<file path="config.mk">
export PLATFORM = sky130hd
export DESIGN_NAME = cordic_rotation_fixed
export DESIGN_NICKNAME = d
export VERILOG_FILES = /design/src/rtl/cordic_rotation_fixed.sv
export SDC_FILE = /design/constraint.sdc
export NUM_CORES = 1
export LEC_CHECK = 0
export ABC_AREA = 1
export BUFFER_PORTS_ARGS = -buffer_cell sky130_fd_sc_hd__buf_2
export CAP_MARGIN = 20
export CORE_ASPECT_RATIO = 1.75
export CORE_UTILIZATION = 35
export DETAILED_ROUTE_END_ITERATION = 16
export GPL_TIMING_DRIVEN = 0
export PLACE_DENSITY = 0.61
export REMOVE_ABC_BUFFERS = 1
export SLEW_MARGIN = 10
export SYNTH_ARGS = -nofsm -noshare
export SYNTH_HDL_FRONTEND = slang
export SYNTH_SLANG_ARGS = --single-unit
</file>
<file path="constraint.sdc">
create_clock -name clk -period 5.05 [get_ports clk]
set_clock_uncertainty 0.05 [all_clocks]
set_input_delay 0.505 -clock clk [delete_from_list [all_inputs] [get_ports clk]]
set_output_delay 0.505 -clock clk [all_outputs]
set_load 0.05 [all_outputs]
</file>
<file path="src/rtl/cordic_rotation_fixed.sv">
// Iterative rotation-mode CORDIC: rotates (x_in, y_in) by theta_in and removes the CORDIC gain.
// One micro-rotation per clock; result and done are held until valid drops.
module cordic_rotation_fixed #(
   parameter int N               = 15,
   parameter int WORD_LENGTH     = 16,
   parameter int FRACTION_LENGTH = 12
) (
   input  logic                   clk,
   input  logic                   rst,
   input  logic                   valid,
   input  logic [WORD_LENGTH-1:0] x_in,
   input  logic [WORD_LENGTH-1:0] y_in,
   input  logic [WORD_LENGTH-1:0] theta_in,
   output logic [WORD_LENGTH-1:0] x_out,
   output logic [WORD_LENGTH-1:0] y_out,
   output logic                   done
);

   localparam int WL = WORD_LENGTH;
   localparam int XW = WL + 3;
   localparam int ZW = WL + 1;
   localparam int PW = XW + 13;

   localparam logic signed [ZW-1:0] QTR  = ZW'(64'sd1 <<< (WL - 2));
   localparam logic signed [12:0]   KC   = 13'sh09B7;
   localparam logic signed [PW-1:0] MAXV = PW'((64'sd1 <<< (WL - 1)) - 64'sd1);
   localparam logic signed [PW-1:0] MINV = -MAXV - PW'(1);

   typedef enum logic [1:0] {IDLE, ITER, SCALE, DONE} state_t;

   state_t               state_q;
   logic [4:0]           i_q;
   logic signed [XW-1:0] x_q, y_q, x_d, y_d, x_cap, y_cap, xin_ext, yin_ext, x_sh, y_sh;
   logic signed [ZW-1:0] z_q, z_d, z_cap, th_ext, atan_i;
   logic signed [PW-1:0] x_prod, y_prod;
   logic [WL-1:0]        x_out_q, y_out_q, x_sat, y_sat;
   logic                 done_q;

   function automatic logic signed [ZW-1:0] atan_lut(input logic [4:0] k);
      logic [15:0] v;
      case (k)
         5'd0:    v = 16'h2000;
         5'd1:    v = 16'h12E4;
         5'd2:    v = 16'h09FB;
         5'd3:    v = 16'h0511;
         5'd4:    v = 16'h028B;
         5'd5:    v = 16'h0146;
         5'd6:    v = 16'h00A3;
         5'd7:    v = 16'h0051;
         5'd8:    v = 16'h0029;
         5'd9:    v = 16'h0014;
         5'd10:   v = 16'h000A;
         5'd11:   v = 16'h0005;
         5'd12:   v = 16'h0003;
         5'd13:   v = 16'h0001;
         5'd14:   v = 16'h0001;
         default: v = 16'h0000;
      endcase
      return ZW'(v);
   endfunction

   function automatic logic [WL-1:0] sat(input logic signed [PW-1:0] v);
      logic signed [PW-1:0] s;
      s = v >>> FRACTION_LENGTH;
      if (s > MAXV)      return WL'(MAXV);
      else if (s < MINV) return WL'(MINV);
      else               return WL'(s);
   endfunction

   // Fold angles beyond +/-90 deg into the CORDIC convergence range.
   always_comb begin
      xin_ext = XW'($signed(x_in));
      yin_ext = XW'($signed(y_in));
      th_ext  = ZW'($signed(theta_in));
      x_cap   = xin_ext;
      y_cap   = yin_ext;
      z_cap   = th_ext;
      if (th_ext > QTR) begin
         x_cap = -yin_ext;
         y_cap = xin_ext;
         z_cap = th_ext - QTR;
      end else if (th_ext < -QTR) begin
         x_cap = yin_ext;
         y_cap = -xin_ext;
         z_cap = th_ext + QTR;
      end
   end

   always_comb begin
      x_sh   = x_q >>> i_q;
      y_sh   = y_q >>> i_q;
      atan_i = atan_lut(i_q);
      if (!z_q[ZW-1]) begin
         x_d = x_q - y_sh;
         y_d = y_q + x_sh;
         z_d = z_q - atan_i;
      end else begin
         x_d = x_q + y_sh;
         y_d = y_q - x_sh;
         z_d = z_q + atan_i;
      end
      x_prod = PW'(x_q) * PW'(KC);
      y_prod = PW'(y_q) * PW'(KC);
      x_sat  = sat(x_prod);
      y_sat  = sat(y_prod);
   end

   always_ff @(posedge clk or negedge rst) begin
      if (!rst) begin
         state_q <= IDLE;
         i_q     <= '0;
         x_q     <= '0;
         y_q     <= '0;
         z_q     <= '0;
         x_out_q <= '0;
         y_out_q <= '0;
         done_q  <= 1'b0;
      end else begin
         case (state_q)
            IDLE: begin
               done_q <= 1'b0;
               if (valid) begin
                  x_q     <= x_cap;
                  y_q     <= y_cap;
                  z_q     <= z_cap;
                  i_q     <= '0;
                  state_q <= ITER;
               end
            end
            ITER: begin
               if (!valid) begin
                  state_q <= IDLE;
               end else begin
                  x_q <= x_d;
                  y_q <= y_d;
                  z_q <= z_d;
                  i_q <= i_q + 5'd1;
                  if (i_q == 5'(N - 1)) state_q <= SCALE;
               end
            end
            SCALE: begin
               if (!valid) begin
                  state_q <= IDLE;
               end else begin
                  x_out_q <= x_sat;
                  y_out_q <= y_sat;
                  done_q  <= 1'b1;
                  state_q <= DONE;
               end
            end
            default: begin
               if (!valid) begin
                  done_q  <= 1'b0;
                  state_q <= IDLE;
               end
            end
         endcase
      end
   end

   assign x_out = x_out_q;
   assign y_out = y_out_q;
   assign done  = done_q;

endmodule

</file>
==> results of run 1 <==
-- metal layers --
| metal | global-route usage (%) | share of wire, % | up-vias |
|---|---|---|---|
| met5 | 0 | 0 | - |
| met4 | 18.4 | 9.0 | 0 |
| met3 | 2.17 | 3.6 | 255 |
| met2 | 42.7 | 51 | 648 |
| met1 | 23.2 | 37 | 9714 |
| li1 | - | - | 10100 |
-- worst max-delay path, stage by stage (launching register included) --
cell,delay [ns]
dfrtp_4,0.54
ha_1,0.28
xnor2_1,0.29
xor2_1,0.24
fa_1,0.48
fa_1,0.54
inv_1,0.05
fa_1,0.53
inv_1,0.07
ha_4,0.29
buf_4,0.12
nand2_1,0.13
nor2_2,0.17
nand4_1,0.24
nand2_1,0.19
nand2_1,0.06
nand2_1,0.07
nand2_2,0.09
o21bai_4,0.22
buf_12,0.17
nand2_1,0.08
a21oi_2,0.05
-- cell type report --
cell class | count | area (um^2)
antenna | 1 | 2.50
fill | 6053 | 33500
inverter | 577 | 2200
sequential | 95 | 2440
clock inverter | 7 | 86.3
tap | 780 | 976
multi-input combinational | 2272 | 18100
clock buffer | 9 | 225
timing repair buffer | 234 | 1830
-- timing repair --
item                                    CTS  global route
endpoints found under the setup margin   59            48
hold buffers                              1             0
resized for setup                       210           262
setup buffers                            97            45
endpoints found under the hold margin    28             0
cloned                                    2             4
pin swaps                                48           189
-- placed cells by master (no fill, tap or decap), types with 17 or more instances in the layout --
master      n
nand2_1   516
inv_1     511
nand3_1   208
ha_1      195
nor2_1    192
fa_1      178
a21oi_1   161
o21ai_0   152
buf_4     125
xor2_1    106
buf_2      82
ha_4       68
dfrtp_1    57
nand2_2    53
inv_2      51
a21oi_2    46
xnor2_1    37
nand2_4    32
dfrtp_2    30
nor2_2     24
nor3_1     23
nand4_1    22
nand3_2    21
a31oi_1    20
o211ai_1   19
o21ai_1    18
o22ai_1    17
-- how the worst min path moves through the flow --
stage	start	to
after floorplan	rst	done
after global placement	y_out[15]	y_out[15]
after detailed placement	rst	x_q[3]
after CTS	valid	state_q[1]
after global routing	valid	state_q[1]
final	valid	state_q[1]
-- state kept, by name, indices dropped and copies added, names as in the netlist --
signal   count
state_q      2
z_q         17
done         1
x_out       16
y_q         19
y_out       16
i_q          5
x_q         19
-- metrics by stage --
stage	cell area, um^2	std cells	setup TNS [ns]
final	25900	3975	-0.121
after global routing	25900	3974	-4.48
after CTS	24400	3927	0
after detailed placement	22300	3811	-35.30
after global placement	22100	3804	-202.16
after floorplan	20700	2941	0
-- logic make-up after synthesis --
kind of cell / after synthesis / share of synthesized area [%]
xor gates and xnor gates: 146 / 6.05
and+or+nand+nor: 1140 / 23.2
buffers and inverters: 650 / 12.1
AOI/OAI and AO/OA: 534 / 14.3
adders and majority gates: 449 / 33.0
DFF: 95 / 11.2
==> results.yml, run 1 <==
routing:
  wl_per_cell_um: 18.1
  route.detailed.drc: 0
  drt-total-wl_um: 72000
  num_vias: 20700
  drt_iter0_markers: 1185
  dr.pass1.iters: 6
  routed_via_density: 5.21
  ant_nets: 0
critical_path:
  cp-startpoint: "x_q[4]"
  r2r_setup_slack_ns: -0.02
  r2r-start: "x_q[4]"
  critPathKind: "register to register"
  endpoint: "x_out[13]"
  critPathMaxFanout: 8
  worstPathArrival_ns: 5.31
  cp-end-kind: "register"
  critPathRequiredTime_ns: 5.29
  reg2reg_depth: 21
  reg2reg_to: "x_out[13]"
  crit_path_start_kind: "register"
sta:
  min_period_ns: 5.07
  worst_slack_ns: -0.0164
  slew-limit-headroom_pct: 29.7
  finalHoldViolCount: 0
  drv_slew: 0
  tightest_slew_ns: 1.05
  setup_viol: 13
  grt_setup_unrepaired: "yes"
  fmax_ghz: 0.197
  fin_crit_sh_pct: 100
  fin_hold_ws_ns: 0.303
place:
  io_buffers: 83
  dp_slack_ns: -1.02
  gp_congestion: 0.937
  dp_hpwl_um: 55300
grt:
  grt-ovfl-total: 0
  antenna_found_initial: 0
  groute.usage.overall_pct: 22.9
  grt_pass1_wl_um: 110000
  first_global_vias: 21000
  grt_max_degree: 57
die:
  ioPinCount: 84
  rows: 118
  coreArea_mm2: 0.0594
  dieHeight_um: 327
  initial_core_util_pct: 35.6
  chipWidth_um: 188
  dieArea_mm2: 0.0614
synthesis:
  synth-async-reset-ratio_pct: 100
  yosys.area.top_type: "fa_1"
  synth_flop_cell: "dfrtp_1"
  ys_warn_count: 0
  synth-edff-count: 0
  synth.most_common_cell: "nand2_1"
  ys_top_cells_by_count: "nand2_1, inv_1, ha_1"
  syn_avg_cell_area_um2: 7.01
  synthDistinctLibCells: 57
  ys_ff_latch: 95
  yosysTopAreaCellShare_pct: 17.1
  syn_area_mm2: 0.0211
  synth.top_cells.by_area: "fa_1, ha_1, dfrtp_1, nand2_1, inv_1"
  yosysSeqAreaShare_pct: 11.2
  syn_inst: 3014
clock_tree:
  numCtsBuffers: 9
  path_clk_slew_ns: 0.09
  clock-sinks: 95
  htreeDepth: 3
  root_buffer: "clkbuf_16"
  clk_path_buf_depth: 2
  cts_tree: "built"
  clock_latency_ns: 0.41
layout:
  drive_above_1_share_pct: 21.1
  area_delta_synth_final_pct: 22.4
  nNetsFinal: 3689
  post-route-util_pct: 43.6
min_path:
  hold_path_class: "primary input to register"
  whs_path_depth: 3
job:
  cap_violations: 0
status:
  violations: "setup timing"
  outcome: "finished, violations left"
Power of run 1 is not shown: default switching activity piles up to over one toggle a cycle in this logic, so the estimate is an artifact.
==> run 2, diff against run 1 <==
ABC_AREA = default   (was 1)
CTS_CLUSTER_SIZE = 30   (was default)
==> run 2 against run 1 <==
  * The run still ends with setup timing left
  * Critical path depth fell by 2
  * Final cell count is 19% lower
  * Via count fell by 14%
  * Register-to-register slack worse by 0.76 ns
  * Cell area is 7.3% lower
  * First-iteration DRC count shrank 23%
  * Sequential share of layout area grew 0.75 points
  * Worst hold slack improved by 0.059 ns
  * Non-clock buffer count fell by 3
  * Synthesized cell count is 23% lower
  * Die area down 5.8%
==> results.yml, run 2 <==
clock_tree:
  htreeDepth: 3
  path_clk_slew_ns: 0.08
  cts_tree: "built"
  clock-sinks: 95
  numCtsBuffers: 9
  root_buffer: "clkbuf_16"
  clock_latency_ns: 0.40
  clk_path_buf_depth: 2
layout:
  mostFrequentLayoutCell: "inv_1"
  num-fill-cells: 5426
  nNetsFinal: 2996
  layout_common_cells: "inv_1, ha_1, fa_1"
  top_regs: "x_q x19, y_q x19, z_q x17"
  multi_input_area_mm2: 0.0170
  drive_above_1_share_pct: 22.5
  final-seq-area_mm2: 0.00245
  area_delta_synth_final_pct: 20.6
synthesis:
  syn_inst: 2333
  yosysSeqAreaShare_pct: 12.0
  syn_avg_cell_area_um2: 8.53
  yosysTopAreaCellShare_pct: 18.2
  synth_flop_cell: "dfrtp_1"
  synthDistinctLibCells: 81
  synth.top_cells.by_area: "fa_1, ha_1, dfrtp_1, inv_1, mux4_2"
  syn_area_mm2: 0.0199
  synth-edff-count: 0
  synth.most_common_cell: "inv_1"
  ys_ff_latch: 95
  yosys.area.top_type: "fa_1"
  ys_top_cells_by_count: "inv_1, ha_1, fa_1"
  synth-async-reset-ratio_pct: 100
  ys_warn_count: 0
min_path:
  hold_path_class: "primary input to register"
  hp-start: "theta_in[8]"
sta:
  grt_setup_unrepaired: "yes"
  drv_slew: 0
  fmax_ghz: 0.172
  fin_hold_ws_ns: 0.361
  fin_crit_sh_pct: 115
  tightest_slew_ns: 1.10
  setup_viol: 34
  slew-limit-headroom_pct: 26.9
  finalHoldViolCount: 0
  worst_slack_ns: -0.778
  min_period_ns: 5.83
critical_path:
  crit_path_start_kind: "register"
  critPathMaxFanout: 8
  cp-startpoint: "x_q[6]"
  cp_slowest_cell: "fa_1"
  timing.critical_path.mode_cell: "fa_1"
  critPathMaxStageDelay_ns: 0.53
  critPathKind: "register to register"
  cp-end-kind: "register"
  worstPathArrival_ns: 6.08
  path_cells: "ha_4 > inv_4 > fa_1 > fa_1 > fa_1 > inv_1 > fa_1 > ha_4 > a2111oi_4 > o21ai_2 > a2111oi_4 > buf_4 > or4_4 > a31oi_4 > or3_4 > o221a_4 > o31a_4 > a31oi_1 > nor2_1"
  r2r-start: "x_q[6]"
  r2r_setup_slack_ns: -0.78
  critPathRequiredTime_ns: 5.30
routing:
  routed_via_density: 5.52
  dr.pass1.iters: 5
  ant_nets: 0
  wl_per_cell_um: 20.1
  num_vias: 17700
  route.detailed.drc: 0
  drt-total-wl_um: 64500
  drt_iter0_markers: 918
die:
  dieHeight_um: 317
  dieArea_mm2: 0.0578
  ioPinCount: 84
  initial_core_util_pct: 35.4
  coreArea_mm2: 0.0561
  chipWidth_um: 182
  rows: 115
grt:
  groute.usage.overall_pct: 22.4
  antenna_found_initial: 3
  grt-ovfl-total: 0
  grt_pass1_wl_um: 99700
  grt_max_degree: 65
  first_global_vias: 18800
status:
  violations: "setup timing"
  outcome: "finished, violations left"
place:
  dp_hpwl_um: 48900
  gp_congestion: 0.965
  io_buffers: 83
job:
  cap_violations: 0
run 2: changes by cell type after synthesis, sizes merged, moves of 46 or more:
cell and change:
a21oi -71, inv -181, mux2i +46, nand2 -446, nand3 -201, nor2 -65
run 2: metrics by stage:
step	cells	cell area [um^2]	utilization [%]	TNS (ns)	worst slack, ns
finish	3206	24000	42.7	-19.16	-0.778
global route	3205	24000	42.7	-25.06	-0.928
CTS	3157	23100	41.1	-20.72	-0.711
detailed placement	3046	21100	37.6	-96.36	-2.74
global placement	3037	20800	37.1	-147.36	-2.62
floorplan	2252	19600	-	-39.37	-1.18
run 2: logic make-up after synthesis:
| kind of cell | after synthesis | synth area share (%) |
|---|---|---|
| AOI/OAI and AO/OA | 539 | 16.9 |
| adders and majority gates | 449 | 35.1 |
| muxes | 106 | 7.99 |
| and+or+nand+nor | 519 | 12.3 |
| DFF | 95 | 12.0 |
| buffers and inverters | 476 | 9.17 |
| xor gates and xnor gates | 149 | 6.56 |
run 2: final timing paths:
| path | endpoint | depth (start not counted) |
|---|---|---|
| setup / recovery | x_out[14] | 19 |
| hold / removal | z_q[8] | 3 |
| setup reg to reg | x_out[14] | 19 |
| hold reg to reg | x_out[15] | 2 |
| max in group asynchronous | x_q[0] | 3 |
| min in group asynchronous | y_out[15] | 2 |
run 2: final cells by class:
cell class / instances / area share (%)
multi-input cells: 1764 / 70.8
diodes: 3 / 0.0313
clock inverters: 6 / 0.558
inverters: 395 / 6.33
clock buffers: 10 / 0.955
flip-flops and latches: 95 / 10.2
well taps: 702 / 3.66
repair buffers: 231 / 7.44
run 2: what timing repair did:
item,in CTS,in global routing
pin swaps,49,47
hold endpoints to repair,31,0
gates cloned,2,2
hold buffers,1,0
setup buffers,92,46
setup endpoints to repair,65,58
gates resized for setup,181,120
run 2: routing by layer:
metal	share of wire, %	up-vias	wire length [um]	track usage, %
li1	-	8279	-	-
met1	33	8656	21500	20.6
met2	55	526	35800	43.8
met3	3.2	245	2090	2.65
met4	7.9	0	5110	18.3
met5	0	-	0	0
run 2: worst max-delay path: cells and delay by family, from the launching register on:
kind	cells	cell delay [ns]
AOI/OAI and AO/OA	7	1.70
and+or+nand+nor	3	0.59
buffers and inverters	3	0.27
adders and majority gates	6	2.60
DFF	1	0.48
Power of run 2 is left out for the same reason.
